<file path="config.mk">
export PLATFORM = sky130hd
export DESIGN_NAME = fb_port_arbiter
export DESIGN_NICKNAME = d
export VERILOG_FILES = /design/src/rtl/fb_port_arbiter.sv
export SDC_FILE = /design/constraint.sdc
export NUM_CORES = 1
export LEC_CHECK = 0
export ABC_CLOCK_PERIOD_IN_PS = 2500
export CAP_MARGIN = 15
export CORE_MARGIN = 1
export CORE_UTILIZATION = 39
export CTS_BUF_LIST = sky130_fd_sc_hd__clkbuf_8
export CTS_CLUSTER_DIAMETER = 200
export DETAILED_ROUTE_END_ITERATION = 8
export GPL_TIMING_DRIVEN = 0
export MAX_ROUTING_LAYER = met4
export PLACE_DENSITY_LB_ADDON = 0.25
export SETUP_SLACK_MARGIN = 0.5
export SLEW_MARGIN = 20
export SYNTH_ARGS = -nofsm -noshare
export SYNTH_HDL_FRONTEND = slang
export SYNTH_SLANG_ARGS = --single-unit
</file>
<file path="constraint.sdc">
create_clock -name CLK -period 2.5 [get_ports CLK]
set_input_delay 0.5 -clock CLK [delete_from_list [all_inputs] [get_ports CLK]]
set_output_delay 0.5 -clock CLK [all_outputs]
set_load 0.02 [all_outputs]
</file>
<file path="src/rtl/fb_port_arbiter.sv">
// Frame-buffer BRAM port arbiter: display reads have priority, tracker writes are
// forced through after MAX_WAIT denied cycles. All BRAM controls are registered.
module fb_port_arbiter #(
  parameter int AW       = 17,
  parameter int DW       = 24,
  parameter int MAX_WAIT = 8
) (
  input  logic          CLK,
  input  logic          nRESET,
  input  logic          rd_req,
  input  logic [AW-1:0] rd_addr,
  output logic          rd_gnt,
  output logic          rd_valid,
  output logic [DW-1:0] rd_data,
  input  logic          wr_req,
  input  logic [AW-1:0] wr_addr,
  input  logic [DW-1:0] wr_data,
  output logic          wr_gnt,
  output logic          bram_en,
  output logic          bram_we,
  output logic [AW-1:0] bram_addr,
  output logic [DW-1:0] bram_din,
  input  logic [DW-1:0] bram_dout,
  output logic [15:0]   rd_stall_cnt
);

  typedef enum logic [1:0] {IDLE, READ, WRITE, FORCE} state_t;

  localparam logic [7:0] MAX_WAIT_L = 8'(MAX_WAIT);

  state_t        state_reg;
  logic [7:0]    wait_cnt_reg;
  logic [15:0]   rd_stall_cnt_reg;
  logic          bram_en_reg;
  logic          bram_we_reg;
  logic [AW-1:0] bram_addr_reg;
  logic [DW-1:0] bram_din_reg;
  logic          rd_valid_reg;
  logic          force_wr;
  logic          rd_gnt_next;
  logic          wr_gnt_next;

  // Grants are combinational so a requester can transfer in the cycle it asks.
  always_comb begin
    force_wr    = (wait_cnt_reg == MAX_WAIT_L);
    rd_gnt_next = 1'b0;
    wr_gnt_next = 1'b0;
    if (nRESET) begin
      if (force_wr && wr_req) begin
        wr_gnt_next = 1'b1;
      end else if (rd_req) begin
        rd_gnt_next = 1'b1;
      end else begin
        wr_gnt_next = wr_req;
      end
    end
  end

  always_ff @(posedge CLK) begin
    if (!nRESET) begin
      state_reg        <= IDLE;
      wait_cnt_reg     <= 8'd0;
      rd_stall_cnt_reg <= 16'd0;
      bram_en_reg      <= 1'b0;
      bram_we_reg      <= 1'b0;
      bram_addr_reg    <= '0;
      bram_din_reg     <= '0;
      rd_valid_reg     <= 1'b0;
    end else begin
      if (rd_gnt_next) begin
        state_reg     <= READ;
        bram_en_reg   <= 1'b1;
        bram_we_reg   <= 1'b0;
        bram_addr_reg <= rd_addr;
      end else if (wr_gnt_next) begin
        state_reg     <= force_wr ? FORCE : WRITE;
        bram_en_reg   <= 1'b1;
        bram_we_reg   <= 1'b1;
        bram_addr_reg <= wr_addr;
        bram_din_reg  <= wr_data;
      end else begin
        state_reg   <= IDLE;
        bram_en_reg <= 1'b0;
        bram_we_reg <= 1'b0;
      end

      // The BRAM returns data one cycle after the registered read is presented.
      rd_valid_reg <= (state_reg == READ);

      if (wr_gnt_next || !wr_req) begin
        wait_cnt_reg <= 8'd0;
      end else if (wait_cnt_reg != MAX_WAIT_L) begin
        wait_cnt_reg <= wait_cnt_reg + 8'd1;
      end

      if (rd_req && !rd_gnt_next && (rd_stall_cnt_reg != 16'hFFFF)) begin
        rd_stall_cnt_reg <= rd_stall_cnt_reg + 16'd1;
      end
    end
  end

  assign rd_gnt       = rd_gnt_next;
  assign wr_gnt       = wr_gnt_next;
  assign bram_en      = bram_en_reg;
  assign bram_we      = bram_we_reg;
  assign bram_addr    = bram_addr_reg;
  assign bram_din     = bram_din_reg;
  assign rd_valid     = rd_valid_reg;
  assign rd_data      = bram_dout;
  assign rd_stall_cnt = rd_stall_cnt_reg;

endmodule
</file>
==> results of run 1 <==
[cell usage after synthesis, types with 2 or more instances]
| library cell | number | area [um^2] |
|---|---|---|
| and3_1 | 2 | 12.5 |
| buf_2 | 3 | 15.0 |
| mux2i_1 | 2 | 20.0 |
| clkbuf_1 | 14 | 52.6 |
| nand2_1 | 91 | 342 |
| nand3_1 | 11 | 55.1 |
| dfxtp_1 | 70 | 1400 |
| o31ai_1 | 4 | 30.0 |
| or3_2 | 6 | 45.0 |
| a31oi_1 | 17 | 106 |
| xor2_1 | 8 | 70.1 |
| buf_4 | 24 | 180 |
| nand4_1 | 6 | 37.5 |
| ha_1 | 3 | 37.5 |
| o21ai_0 | 47 | 235 |
| inv_1 | 8 | 30.0 |
| nor2_1 | 15 | 56.3 |
| a211oi_1 | 2 | 15.0 |
| a21oi_1 | 13 | 65.1 |
| or4_2 | 4 | 35.0 |
[worst max-delay path, delay by kind of cell, from the launching register on]
family / cells / cell delay [ns]
compound gates: 1 / 0.32
flops: 1 / 0.33
fa+ha+maj: 1 / 0.12
buf+inv: 3 / 0.36
simple gates: 2 / 0.42
[kinds of logic after synthesis]
| kind of cell | share of synthesized area |
|---|---|
| simple gates | 0.220 |
| compound gates | 0.166 |
| flops | 0.464 |
| buf+inv | 0.105 |
| xor+xnor | 0.0261 |
| fa+ha+maj | 0.0124 |
| mux | 0.00663 |
[placed cells by master (no fill, tap or decap), drive strengths merged, types with 2 or more instances in the layout]
cell type,n
mux2i,2
or4,5
xor2,8
or3,7
nand3,12
nor2,15
clkdlybuf4s50,144
clkbuf,24
buf,65
o31ai,4
a31oi,17
nand2,91
nand4,6
dfxtp,70
a211oi,3
inv,8
a21oi,13
o21ai,48
clkinv,2
ha,3
and3,2
bufinv,4
[final cells by class]
type	count	area, um^2
buffer	44	325
sequential	70	1440
clock buffer	10	138
multi-input combinational	245	1470
timing repair buffer	179	1730
tap	99	124
clock inverter	6	133
inverter	9	38.8
fill	558	1980
[path summary, 6_finish.rpt]
| kind | cells past startpoint | to |
|---|---|---|
| hold / removal | 1 | rd_valid$_SDFF_PN0_ |
| setup reg to reg | 8 | rd_stall_cnt[15]$_SDFFE_PN0P_ |
| hold reg to reg | 1 | rd_valid$_SDFF_PN0_ |
| setup / recovery | 7 | wr_gnt |
[what timing repair did]
item / 4_1_cts / 5_1_grt
cloned: 0 / 2
setup endpoints to repair: 58 / 44
endpoints found under the hold margin: 0 / 0
resized for setup: 37 / 49
setup buffers: 8 / 23
pin swaps: 5 / 10
[per-stage QoR]
step / area, um^2 / std cells / utilization / setup TNS, ns / worst slack [ns]
finish: 5390 / 662 / 0.732 / 0 / 0.111
floorplan: 3030 / 368 / - / 0 / 0.475
global route: 5390 / 662 / 0.732 / 0 / 0.0189
detailed placement: 4620 / 613 / 0.626 / -2.59 / -0.914
global placement: 4620 / 613 / 0.626 / -2.08 / -0.925
CTS: 5060 / 637 / 0.686 / 0 / 0.132
[per-layer routing]
| layer | part of all wire | global-route usage | up-vias |
|---|---|---|---|
| met1 | 0.38 | 0.223 | 1583 |
| met2 | 0.54 | 0.377 | 141 |
| met3 | 0.067 | 0.0668 | 10 |
| met4 | 0.011 | 0.0712 | 0 |
| li1 | - | - | 1617 |
| met5 | 0 | - | - |
[report_power, final]
group / switching [uW] / internal [uW] / total (uW) / leakage [uW]
Sequential: 24.9 / 1160 / 1180 / 0.000581
Clock: 414 / 789 / 1200 / 0.000132
Combinational: 243 / 296 / 539 / 0.00137
Total: 681 / 2240 / 2920 / 0.00208
==> out/results.tsv, run 1 <==
metric	value	unit
Cell Pwr Density	542	nW/um^2
CTS Sinks	70	
vias	3351	
vias in the first global route	2953	
FFs w/ async S/R, synth	0	
Setup Skew	0.00786	ns
Fin. Hold Viols	0	
post-synth net total	457	
hold crit path type	flop to flop	
GRT Util Overall	0.212	
largest net degree at the start of global routing	13	
H-tree Lvls	3	
post-DP HPWL	6.08	mm
drc violations	0	
Crit path required time	2.00	ns
io pins	172	
Yosys cell types	38	
final worst path period share	0.955	
Avg Vias per Cell	5.06	
worst flop-to-flop path startpoint	wait_cnt_reg[1]$_SDFFE_PP0P_	
# rows	31	
EDFF count, synth	0	
Crit. Startpoint	wait_cnt_reg[1]$_SDFFE_PP0P_	
final antenna-violating net count	0	
Mapped Cells	368	
worst hold start	state_reg[1]$_SDFF_PP0_	
# nets final	647	
CTS tree	built	
final hold slack	0.381	ns
critical-path cell list	inv_2 -> ha_4 -> nor4b_4 -> nand3_2 -> a211oi_4 -> clkbuf_8 -> buf_6	
Warnings, synthesis	0	
initial antenna violation count	0	
Max Fclk	419	MHz
Worst-Margin Slew	0.528	ns
RSZ-0062 raised after global routing	yes	
fin crit period	2.39	ns
clock root cell	clkbuf_8	
Synth Register Bits	70	
WL per Instance	13.9	um
Worst VDD drop	0.433	mV
clock-pin slew on the worst setup and hold paths	0.07	ns
Post-CTS Hold Fix Bufs	0	
area grow syn2layout	78.7	%
CTS Buffer Depth	2	
sequential share of the synthesized area	0.464	
Initial Utilization	0.410	
critical setup path kind	flop to primary output	
GRT overflow	0	
crit end category	primary output	
Syn Area/Cell	8.20	um^2
Max-cap violations	0	
Routed WL	9.23	mm
Ant. Diodes	0	
drt pass-1 iters	4	
die area	8100	um^2
Overall Power	2920	uW
R2R Setup Slk	0.33	ns
Worst-Skew Late Latency	0.34	ns
layout cells sized above 1	0.247	
Synth Cell Area	3020	um^2
final slew viol count	0	
CP max stage delay	0.33	ns
Startpoint Class	flop	
crit path max fanout	3	
Arr. time, crit path	1.89	ns
Worst path slowest cell	dfxtp_2	
Placer Congestion	0.853	
die width	90.0	um
total core area	7370	um^2
count of final setup violators	0	
Synth Flop Type	dfxtp_1	
initial DRC count	170	
Slew headroom	0.648	
IO Port Bufs	146	
Die Y	90.0	um
status	completed	
leakage power	0.00208	uW
flip-flop count of the largest register after layout	24	
wire length of the first global-routing pass	13.5	mm
TritonCTS Buffers	9	
Note: power is estimated with default switching activity, not from simulation.
==> run 2, diff against run 1 <==
--- a/config.mk
+++ b/config.mk
@@ -8,5 +8,4 @@
 export ABC_CLOCK_PERIOD_IN_PS = 2500
 export CAP_MARGIN = 15
-export CORE_MARGIN = 1
 export CORE_UTILIZATION = 39
 export CTS_BUF_LIST = sky130_fd_sc_hd__clkbuf_8
@@ -15,5 +14,5 @@
 export GPL_TIMING_DRIVEN = 0
 export MAX_ROUTING_LAYER = met4
-export PLACE_DENSITY_LB_ADDON = 0.25
+export PLACE_DENSITY_LB_ADDON = 0.12
 export SETUP_SLACK_MARGIN = 0.5
 export SLEW_MARGIN = 20
==> constraint.sdc (replaced) <==
create_clock -name CLK -period 2.5 [get_ports CLK]
set_input_delay 0.75 -clock CLK [delete_from_list [all_inputs] [get_ports CLK]]
set_output_delay 0.75 -clock CLK [all_outputs]
set_load 0.02 [all_outputs]
==> run 2 against run 1 <==
Effect of this change:
- the flow now finishes with violations (negative setup slack)
- clock-buffer cell count stayed put
- register-to-register slack worse by 0.07 ns
- non-clock buffer count grew 4
- core utilization is 1.9 points lower
- largest cell class unchanged
- global-route usage is 1.2 points higher
- maximum frequency down 7.9%
- clock power shrank 13%
- sequential power about the same
- power shrank 7.3%
- highest routed layer unchanged
- critical endpoint unchanged
==> out/results.tsv, run 2 (synthesis results as in run 1) <==
metric	value	unit	change
# rows	31		unchanged
final slew viol count	0		unchanged
Cell Pwr Density	516	nW/um^2	-4.8%
R2R Setup Slk	0.26	ns	-0.07 ns
Avg Vias per Cell	4.92		-2.9%
worst flop-to-flop path startpoint	wait_cnt_reg[0]$_SDFFE_PP0P_		
Crit path required time	1.75	ns	-0.25 ns
# nets final	651		+0.62%
post-DP HPWL	6.15	mm	+1.3%
Worst-Skew Late Latency	0.34	ns	about the same
total core area	7370	um^2	unchanged
Setup Skew	0.0104	ns	+0.00259 ns
initial DRC count	99		-42%
io pins	172		unchanged
CTS tree	built		
Worst-Margin Slew	0.475	ns	-0.0533 ns
R2R depth	10		+2
Placer Congestion	0.797		-6.6%
CTS Buffer Depth	2		unchanged
status	finished with violations		
hold crit path type	flop to flop		
Post-Place Cells	613		unchanged
crit end category	primary output		
Ant. Diodes	0		unchanged
vias in the first global route	3065		+3.8%
area grow syn2layout	74.1	%	
largest net degree at the start of global routing	14		+1
Fin. Hold Viols	0		unchanged
IO Port Bufs	146		unchanged
Layout Cells excl Fill	666		+0.60%
crit path max fanout	3		unchanged
setup_tns	-0.146	ns	-0.146 ns
commonest non-fill, non-tap cell in the layout	nand2_1		
WHS Endpoint	rd_valid$_SDFF_PN0_		
initial antenna violation count	0		unchanged
failing checks	negative setup slack		
count of final setup violators	2		+2
Cells on Worst Hold Path	1		unchanged
drt pass-1 iters	4		unchanged
most frequent cells in the layout	nand2_1 (90), dlygate4sd2_1 (86), buf_4 (59)		
GRT Util Overall	0.224		+0.0121
Worst VDD drop	0.327	mV	-24%
leakage power	0.00238	uW	+14%
endpoint of the worst register-to-register path	rd_stall_cnt[4]$_SDFFE_PN0P_		
Die Y	90.0	um	unchanged
Max-cap violations	0		unchanged
final hold slack	0.391	ns	+0.00992 ns
Final Instance Area	5260	um^2	-2.6%
drc violations	0		unchanged
clock root cell	clkbuf_8		
Placed Area	4690	um^2	+1.6%
Startpoint Class	flop		
final core utilization	0.713		-0.0188
Initial Utilization	0.410		unchanged
vias	3275		-2.3%
Arr. time, crit path	1.84	ns	-0.05 ns
H-tree Lvls	3		unchanged
final antenna-violating net count	0		unchanged
clock-pin slew on the worst setup and hold paths	0.08	ns	about the same
wire length of the first global-routing pass	14.4	mm	+7.0%
Slew headroom	0.684		+0.0355
flip-flop count of the largest register after layout	24		unchanged
critical setup path kind	flop to primary output		
die width	90.0	um	unchanged
WL per Instance	13.4	um	-3.8%
fin crit period	2.59	ns	+0.205 ns
setup ws final	-0.0933	ns	-0.205 ns
die area	8100	um^2	unchanged
final worst path period share	1.04		+0.0819
Max Fclk	386	MHz	-7.9%
CTS Sinks	70		unchanged
Routed WL	8.92	mm	-3.3%
TritonCTS Buffers	9		unchanged
fillers	599		+7.3%
worst hold start	state_reg[1]$_SDFF_PP0_		
GRT overflow	0		unchanged
RSZ-0062 raised after global routing	yes		
layout cells sized above 1	0.240		-0.00703
-- run 2: cell count changes in the layout (fill, tap and decap cells not counted), moves of 6 or more --
cell / before / now
a21oi_1: 5 / 11
a21oi_2: 7 / 1
clkdlybuf4s50_1: 144 / 58
dlygate4sd2_1: 0 / 86
-- run 2: layout make-up --
cell class,instances,area (um^2),area share
buffer,44,344,0.0655
clock buffer,10,138,0.0262
clock inverter,6,93.8,0.0179
inverter,9,38.8,0.00738
multi-input combinational,245,1420,0.269
sequential,70,1440,0.274
tap,99,124,0.0236
timing repair buffer,183,1660,0.316
-- run 2: per-stage QoR --
stage / setup slack, ns / total power [uW]
after floorplan: 0.400 / 1440
after global placement: -0.882 / 1700
after detailed placement: -0.880 / 1710
after CTS: -0.0781 / 2720
after global routing: -0.166 / 2830
final: -0.0933 / 2710
-- run 2: how the worst max path moves through the flow --
stage / startpoint / end
3_5_place_dp: nRESET / rd_gnt
6_report: wait_cnt_reg[0]$_SDFFE_PP0P_ / wr_gnt
4_1_cts: wait_cnt_reg[0]$_SDFFE_PP0P_ / wr_gnt
2_1_floorplan: wait_cnt_reg[1]$_SDFFE_PP0P_ / wr_gnt
5_1_grt: wait_cnt_reg[1]$_SDFFE_PP0P_ / wr_gnt
3_3_place_gp: nRESET / rd_gnt
-- run 2: per-layer routing --
metal  track usage  wire, um  vias up
met2         0.395      4480      131
met1         0.254      3790     1500
li1              -         -     1636
met3        0.0592       585        8
met4        0.0538        68        0
met5             -         0        -
-- run 2: critical path: stages, from the launching register on --
cell	delay [ns]
dfxtp_4	0.35
inv_2	0.06
ha_4	0.11
nor4b_4	0.27
nand3_2	0.16
a211oi_4	0.28
clkbuf_8	0.18
buf_6	0.11
-- run 2: power breakdown --
group | leakage (uW) | switching (uW) | internal, uW
clock network | 0.000113 | 441 | 596
logic | 0.00169 | 237 | 258
registers | 0.000581 | 22.9 | 1160
total | 0.00238 | 701 | 2010
-- run 2: timing repair --
| action | CTS | global route |
|---|---|---|
| pin swaps | 9 | 4 |
| buffers inserted | 23 | 13 |
| cloned | 1 | 0 |
| hold buffers | 0 | 0 |
| endpoints found under the hold margin | 0 | 0 |
| setup endpoints to repair | 137 | 48 |
| resized for setup | 123 | 23 |
